## src/rtl/dram_controller.sv

```systemverilog
// FPM DRAM sequencer for the 68000 DRAM window: multiplexed RAS/CAS accesses with
// per-byte CAS lanes, DTACK generation, and CAS-before-RAS refresh arbitration.
module dram_controller #(
    parameter int ADDR_W           = 10,
    parameter int REFRESH_CYCLES   = 390,
    parameter int CAS_CYCLES       = 2,
    parameter int RAS_REF_CYCLES   = 3,
    parameter int PRECHARGE_CYCLES = 2
) (
    input  logic                CLK,
    input  logic                RST_n,
    input  logic                CS_DRAM_n,
    input  logic                AS_n,
    input  logic                UDS_n,
    input  logic                LDS_n,
    input  logic                RW,
    input  logic [2*ADDR_W-1:0] ADDR,
    output logic [ADDR_W-1:0]   DRAM_ADDR,
    output logic                RAS_n,
    output logic                CASU_n,
    output logic                CASL_n,
    output logic                WE_n,
    output logic                DTACK_DRAM_n
);

    typedef enum logic [2:0] {
        S_IDLE, S_RAS, S_MUX, S_CAS, S_PRE, S_REF_CAS, S_REF_RAS
    } state_t;

    localparam int TMR_W = (REFRESH_CYCLES > 1) ? $clog2(REFRESH_CYCLES) : 1;
    localparam int MAX_DWELL =
        (CAS_CYCLES > RAS_REF_CYCLES)
            ? ((CAS_CYCLES > PRECHARGE_CYCLES) ? CAS_CYCLES : PRECHARGE_CYCLES)
            : ((RAS_REF_CYCLES > PRECHARGE_CYCLES) ? RAS_REF_CYCLES : PRECHARGE_CYCLES);
    localparam int CNT_W = $clog2(MAX_DWELL + 1);

    localparam logic [TMR_W-1:0] TMR_LAST = TMR_W'(REFRESH_CYCLES - 1);
    localparam logic [CNT_W-1:0] CAS_LAST = CNT_W'(CAS_CYCLES - 1);
    localparam logic [CNT_W-1:0] REF_LAST = CNT_W'(RAS_REF_CYCLES - 1);
    localparam logic [CNT_W-1:0] PRE_LAST = CNT_W'(PRECHARGE_CYCLES - 1);

    state_t              state, state_next;
    logic [TMR_W-1:0]    timer;
    logic [1:0]          pending, pending_next;
    logic [CNT_W-1:0]    dwell, dwell_next;
    logic [2*ADDR_W-1:0] addr_q;
    logic                uds_q, lds_q, rw_q;
    logic                tick, request, refresh_due;
    logic [ADDR_W-1:0]   dram_addr_next;
    logic                ras_next, casu_next, casl_next, we_next, dtack_next;

    assign tick        = (timer == TMR_LAST);
    assign request     = !CS_DRAM_n && !AS_n && (!UDS_n || !LDS_n);
    // A tick on this very edge counts, so refresh wins over a simultaneous request.
    assign refresh_due = tick || (pending != 2'd0);

    // NOTE: every signal driven in always_comb gets a default first so no latch is inferred.
    always_comb begin
        state_next = state;
        case (state)
            S_IDLE: begin
                if (refresh_due)  state_next = S_REF_CAS;
                else if (request) state_next = S_RAS;
            end
            S_RAS:     state_next = S_MUX;
            S_MUX:     state_next = S_CAS;
            S_CAS:     if (dwell >= CAS_LAST && AS_n) state_next = S_PRE;
            S_PRE: begin
                if (dwell == PRE_LAST) begin
                    if (refresh_due)  state_next = S_REF_CAS;
                    else if (request) state_next = S_RAS;
                    else              state_next = S_IDLE;
                end
            end
            S_REF_CAS: state_next = S_REF_RAS;
            S_REF_RAS: if (dwell == REF_LAST) state_next = S_PRE;
            default:   state_next = S_IDLE;
        endcase
    end

    // Dwell counter restarts on every state change and saturates while stalled in CAS.
    always_comb begin
        dwell_next = dwell;
        if (state_next != state)
            dwell_next = '0;
        else if (dwell != '1)
            dwell_next = dwell + CNT_W'(1);
    end

    always_comb begin
        pending_next = pending;
        if (state_next == S_REF_CAS) begin
            if (!tick) pending_next = pending - 2'd1;
        end else if (tick && pending != 2'd3) begin
            pending_next = pending + 2'd1;
        end
    end

    // Outputs are decoded from the state being entered, then registered.
    always_comb begin
        dram_addr_next = DRAM_ADDR;
        ras_next       = 1'b1;
        casu_next      = 1'b1;
        casl_next      = 1'b1;
        we_next        = 1'b1;
        dtack_next     = 1'b1;
        case (state_next)
            S_RAS: begin
                ras_next       = 1'b0;
                dram_addr_next = ADDR[2*ADDR_W-1:ADDR_W];
            end
            S_MUX: begin
                ras_next       = 1'b0;
                dram_addr_next = addr_q[ADDR_W-1:0];
                we_next        = rw_q;
            end
            S_CAS: begin
                ras_next   = 1'b0;
                casu_next  = uds_q;
                casl_next  = lds_q;
                we_next    = rw_q;
                dtack_next = 1'b0;
            end
            S_REF_CAS: begin
                casu_next = 1'b0;
                casl_next = 1'b0;
            end
            S_REF_RAS: begin
                ras_next  = 1'b0;
                casu_next = 1'b0;
                casl_next = 1'b0;
            end
            default: ;
        endcase
    end

    // NOTE: sequential state uses non-blocking assignments only, so every register samples pre-edge values.
    always_ff @(posedge CLK or negedge RST_n) begin
        if (!RST_n) begin
            state        <= S_IDLE;
            timer        <= '0;
            pending      <= 2'd0;
            dwell        <= '0;
            addr_q       <= '0;
            uds_q        <= 1'b1;
            lds_q        <= 1'b1;
            rw_q         <= 1'b1;
            DRAM_ADDR    <= '0;
            RAS_n        <= 1'b1;
            CASU_n       <= 1'b1;
            CASL_n       <= 1'b1;
            WE_n         <= 1'b1;
            DTACK_DRAM_n <= 1'b1;
        end else begin
            state   <= state_next;
            timer   <= tick ? '0 : timer + TMR_W'(1);
            pending <= pending_next;
            dwell   <= dwell_next;
            if (state_next == S_RAS) begin
                addr_q <= ADDR;
                uds_q  <= UDS_n;
                lds_q  <= LDS_n;
                rw_q   <= RW;
            end
            DRAM_ADDR    <= dram_addr_next;
            RAS_n        <= ras_next;
            CASU_n       <= casu_next;
            CASL_n       <= casl_next;
            WE_n         <= we_next;
            DTACK_DRAM_n <= dtack_next;
        end
    end

endmodule

```

## config.mk

```make
export PLATFORM = sky130hd
export DESIGN_NAME = dram_controller
export DESIGN_NICKNAME = d
export VERILOG_FILES = /design/src/rtl/dram_controller.sv
export SDC_FILE = /design/constraint.sdc
export NUM_CORES = 1
export LEC_CHECK = 0
export CORE_ASPECT_RATIO = 1.2
export CORE_MARGIN = 3
export CORE_UTILIZATION = 50
export CTS_BUF_LIST = sky130_fd_sc_hd__clkbuf_4 sky130_fd_sc_hd__clkbuf_8 sky130_fd_sc_hd__clkbuf_16
export CTS_CLUSTER_DIAMETER = 50
export DETAILED_ROUTE_END_ITERATION = 10
export PLACE_DENSITY = 0.76
export SLEW_MARGIN = 20
export SYNTH_ARGS = -nofsm -noshare
export SYNTH_HDL_FRONTEND = slang
export SYNTH_SLANG_ARGS = --single-unit
export TNS_END_PERCENT = 30
```

## constraint.sdc

```tcl
create_clock -name CLK -period 3.1 [get_ports CLK]
set_clock_uncertainty 0.05 [all_clocks]
set_input_delay 0.62 -clock CLK [delete_from_list [all_inputs] [get_ports CLK]]
set_output_delay 0.62 -clock CLK [all_outputs]
set_load 0.01 [all_outputs]
```

Word level (Yosys, flattened, before mapping):

Index checks and enable logic that the tools add are counted.

* output and inout bits: 15
* register bits: 44
* bits of input ports: 27

* magnitude comparators: 1
* multiplexer cells: 20
* add/sub/neg operators: 4
* reduce and logical (&&, ||, !) cells: 19
* equal/unequal tests: 18

Operators by type and width (number)
* one-hot mux 3 bit (7 select lines): 1
* one-hot mux 10 bit (2 select lines): 1
* two-way mux 3 bit: 6
* == test 3 bit, second input constant: 5
* == test 3 x 2 -> 1 bit, second input constant: 4
* two-way mux 2 bit: 5
* adder 9 x 1 -> 9 bit, second input constant: 1
* == test 9 bit, second input constant: 1
* two-way mux 9 bit: 1
* nonzero test 2 bit: 4
* == test 3 x 1 -> 1 bit, second input constant: 2
* inequality test 2 bit, second input constant: 3
* adder 2 x 1 -> 2 bit, second input constant: 2
* logical AND 1 bit: 4
* logical NOT 1 bit: 4
* two-way mux 1 bit: 4
* one-hot mux 1 bit (2 select lines): 2
* OR reduction 2 bit: 2
* OR reduction 4 bit: 1
* logical NOT 3 bit: 1
* inequality test 3 bit: 1
* == test 2 x 1 -> 1 bit, second input constant: 1
* == test 2 bit, second input constant: 1
* >= comparator 2 x 1 -> 1 bit, second input constant: 1
* 3 further kinds: 4

Longest topological paths before layout:

* depth after elaboration: 10
* depth in mapped cells: 10

Least setup slack after synthesis:

No wires, ideal clock.

* path kind: register to register
* from: register timer[0]
* to: register addr_q[0]
* stages on the path, launching flop included: 8
* path buffers: 1
* required time: 2923 ps
* data arrival time: 2290 ps
* setup slack: 633 ps
* period minus slack after synthesis: 2467 ps
* path through: dfrtp_1 > ha_1 > nand4b_1 > o21ai_4 > a221oi_2 > nor4b_4 > buf_6 > mux2_1

* word-level cells in the longest chain between the ends: 6
* elaborated cells on any way between the ends: 7
* those cells by class: eq/ne (2); mux (4); reduce/logical (1)

Ends and longest elaborated chain
* start, declared: line 43 `logic [TMR_W-1:0] timer;`
* start signal, assigned: line 156 `timer <= tick ? '0 : timer + TMR_W'(1);`
* == test 9 bit (*): line 52 `assign tick = (timer == TMR_LAST);`
* logical OR 1 bit (*): line 55 `assign refresh_due = tick || (pending != 2'd0);`
* two-way mux 3 bit: line 70 `if (refresh_due) state_next = S_REF_CAS;`
* two-way mux 3 bit: line 69 `if (dwell == PRE_LAST) begin`
* one-hot mux 3 bit (7 select lines) (*): line 60 `case (state)`
* == test 3 x 1 -> 1 bit (*): line 159 `if (state_next == S_RAS) begin`
* end signal, assigned: line 144 `addr_q <= '0;`
* end signal, assigned: line 160 `addr_q <= ADDR;`
* end, declared: line 46 `logic [2*ADDR_W-1:0] addr_q;`

Mark *: on every way between the ends. The rest lies on a longest branch, timed or not.
A chain may end at the register's enable or synchronous reset.

Worst setup path after layout:

* from: register timer[4]
* to: register pending[1]

* word-level cells in the longest chain between the ends: 8
* elaborated cells on any way between the ends: 12
* those cells by class: eq/ne (3); mux (5); reduce/logical (4)

Ends and longest elaborated chain
* == test 9 bit (*): line 52
* logical OR 1 bit: line 55
* two-way mux 3 bit: line 70
* two-way mux 3 bit: line 69
* one-hot mux 3 bit (7 select lines): line 60
* == test 3 bit: line 92 `if (state_next == S_REF_CAS) begin`
* inequality test 2 bit (no source line) or nonzero test 2 bit (tied branches)
* AND reduction 2 bit (no source line)
* end signal, assigned: line 157 `pending <= pending_next;`
* end, declared: line 44 `logic [1:0] pending, pending_next;`

Marked as above.

==> key figures <==
Logic synthesis
  • Syn Inst Count: 175
  • Ys flop type: dfrtp_1
  • Async S/R FF share, synth: 100%
  • Top post-synthesis cells by count: dfrtp_1, nor2_1, mux2_1, a21o_1, a22o_1
  • Ranking of synthesized cells by area: dfrtp_1, dfstp_2, mux2_1
  • Sequential fraction of the synthesis area: 51.7%
  • Largest area contributor in the netlist: dfrtp_1
  • Area fraction in compound gates after synthesis: 15.4%
  • #FFs+latches synth: 44
  • Fraction of the mapped netlist area in adder cells: 3.50%
  • Cell with the most instances after synthesis: dfrtp_1
  • Mux share of post-synthesis cell area: 7.28%
  • Post-synth EDFFs: 0
  • Synth warn: 0
  • Synth Cell Area: 0.00215 mm²
  • Synth cell types: 49
  • Yosys top cell area share: 42.0%
  • Main combinational cell family by area after synthesis: compound AO/OA/AOI/OAI gates
  • Mapped Nets: 208
  • Post-Synth Simple-Gate Area: 13.4%
  • Syn_area_per_cell: 12.3 µm²
  • Post-Synth XOR/XNOR Area: 4.08%

Placement
  • Port Buffers: 41
  • GP Congestion: 0.924
  • Final HPWL DP: 3090 µm
  • Post-DP Area: 0.00260 mm²

Floorplan
  • I/O pins: 42
  • Die Wd: 65.8 µm
  • Die height: 77.8 µm
  • Row count: 25
  • Die ar.: 0.00512 mm²
  • Starting Density: 53.2%
  • Core ar.: 0.00404 mm²

STA
  • Final period util: 80.1%
  • Total negative slack: 0 ps
  • RSZ-0062 raised after global routing: no
  • WHS: 402 ps
  • Final setup violation count: 0
  • Rel. slew slack: 36.3%
  • Minimum clock period: 2480 ps
  • Worst Max-Slew Pin Slew: 956 ps
  • Highest Clock Rate: 0.403 GHz
  • Fin. Hold Viols: 0
  • Slew Viols, Final: 0

Layout
  • Final nets: 254
  • Filler instances: 310
  • Sequential cell area: 0.00111 mm²
  • Design area: 0.00270 mm²
  • Layout cells sized above 1: 16.7%
  • Area grow syn2layout: 25.7%
  • Multi-input combinational cell area: 937 µm²
  • Ant. Diodes: 0

Route
  • Vias/cell: 5.47
  • Drt first-iter violations: 93
  • Drt pass-1 iters: 4
  • DRT antenna net count: 0
  • DRC: 0
  • DRT Wirelength: 4150 µm
  • DR vias: 1510
  • Post-DR wirelength/cell: 15.0 µm

Setup path
  • Slowest stage cell on the critical path: or4b_4
  • Critical path required time: 3230 ps
  • CP Class: reg2reg
  • Crit path buffers/inverters: 1
  • Startpoint Class: register
  • Critical path, cell by cell: or4b_4, o21ai_4, a221oi_2, buf_4, nor4_4, a21boi_1, o22a_1
  • CP max FO: 6
  • CP top delay family: simple AND/OR/NAND/NOR gates
  • CP arrival: 2620 ps
  • Setup crit end kind: register
  • CP max stage delay: 600 ps

CTS
  • Post-CTS Resized: 0
  • Worst skew pair latency: 290 ps
  • Cts bufs inserted: 5
  • Worst-path clk slew: 80 ps
  • Clk root buf: clkbuf_8
  • Num Clock Sinks: 44
  • Bufs on Longest Clock Path: 2
  • CTS tree: done
  • CTS hold repair buffers: 0
  • H-tree levels: 2
  • Total setup buffers inserted after CTS: 0

Global routing
  • Initial antenna violation count: 0
  • Gr usage total: 18.9%
  • First-pass GRT wire length: 7490 µm
  • GRT overflow: 0
  • Vias in the first global route: 1663
  • Largest net degree at the start of global routing: 45

Run
  • # Max-Cap Violations: 0

Worst hold path
  • Worst hold-check path type: reg2reg

Pwr
  • Leakage power: 1.22 nW
  • Pwr/cell area: 898 mW/mm²
  • Peak supply drop: 0.513 mV
  • Total power: 2.42 mW

Status
  • Status: completed
report_power, final:
group | switching (mW) | internal, mW | leakage [nW]
clock network | 0.187 | 0.199 | 0.0523
logic | 0.485 | 0.578 | 0.640
registers | 0.146 | 0.829 | 0.526
total | 0.818 | 1.61 | 1.22
per-layer routing:
metal / up-vias / GRT usage (%) / routed length (µm)
met5: - / 0 / 0
met4: 0 / 7.05 / 66
met3: 6 / 4.92 / 194
met2: 41 / 32.3 / 2180
met1: 746 / 22.4 / 1710
li1: 717 / - / -
stage by stage:
| stage | setup WS (ps) | util, % | instances |
|---|---|---|---|
| floorplan | 633 | - | 175 |
| global placement | 392 | 64.5 | 268 |
| detailed placement | 336 | 64.5 | 268 |
| CTS | 611 | 66.9 | 276 |
| global route | 467 | 66.9 | 276 |
| finish | 617 | 66.9 | 276 |
tightest hold or removal path, stage by stage, from the launching register on:
cell	delay [ps]
dfstp_2	370
nand2_1	50
nand2_1	40
placed cells by master (no fill, tap or decap), drive strengths merged, types with 2 or more instances in the layout:
cell / instances
a21o: 10
nand2b: 2
a21oi: 2
dfstp: 8
ha: 6
nor2: 15
nand2: 7
buf: 6
clkbuf: 8
xor2: 4
nor4: 2
inv: 8
a22o: 10
clkdlybuf4s50: 40
xnor2: 6
o21ai: 4
mux2: 13
a211oi: 3
nand3: 4
or2: 2
dfrtp: 36
nor3: 5
area by class of cell:
class / instances / share of cell area (%)
Multi-Input combinational cell: 116 / 34.7
Clock buffer: 8 / 3.62
Sequential cell: 44 / 41.2
Timing Repair Buffer: 46 / 16.9
Inverter: 8 / 1.11
Tap cell: 54 / 2.50
sequential cells by signal, indices dropped and copies added (netlist names), 2 cells and up:
register and flops:
pending 2, timer 9, state 3, dwell 2, DRAM_ADDR 10, addr_q 10
cells by family (layout without fill, tap and decap cells):
group	Yosys count	count (layout)
buffers and inverters	15	62
muxes	14	14
and+or+nand+nor	46	46
xor gates and xnor gates	10	10
AOI/OAI and AO/OA	40	40
adders and majority gates	6	6
DFF	44	44
path summary, 6_finish.rpt:
check / start / end / slack [ps] / cells after the start
max: timer[4] / pending[1] / 620 / 7
min: uds_q / CASU_n / 400 / 2
max reg2reg: timer[4] / pending[1] / 620 / 7
min reg2reg: uds_q / CASU_n / 400 / 2
max in group asynchronous: RST_n / addr_q[1] / 1980 / 1
min in group asynchronous: RST_n / pending[0] / 420 / 1
Power figures use the tool's default switching activity.
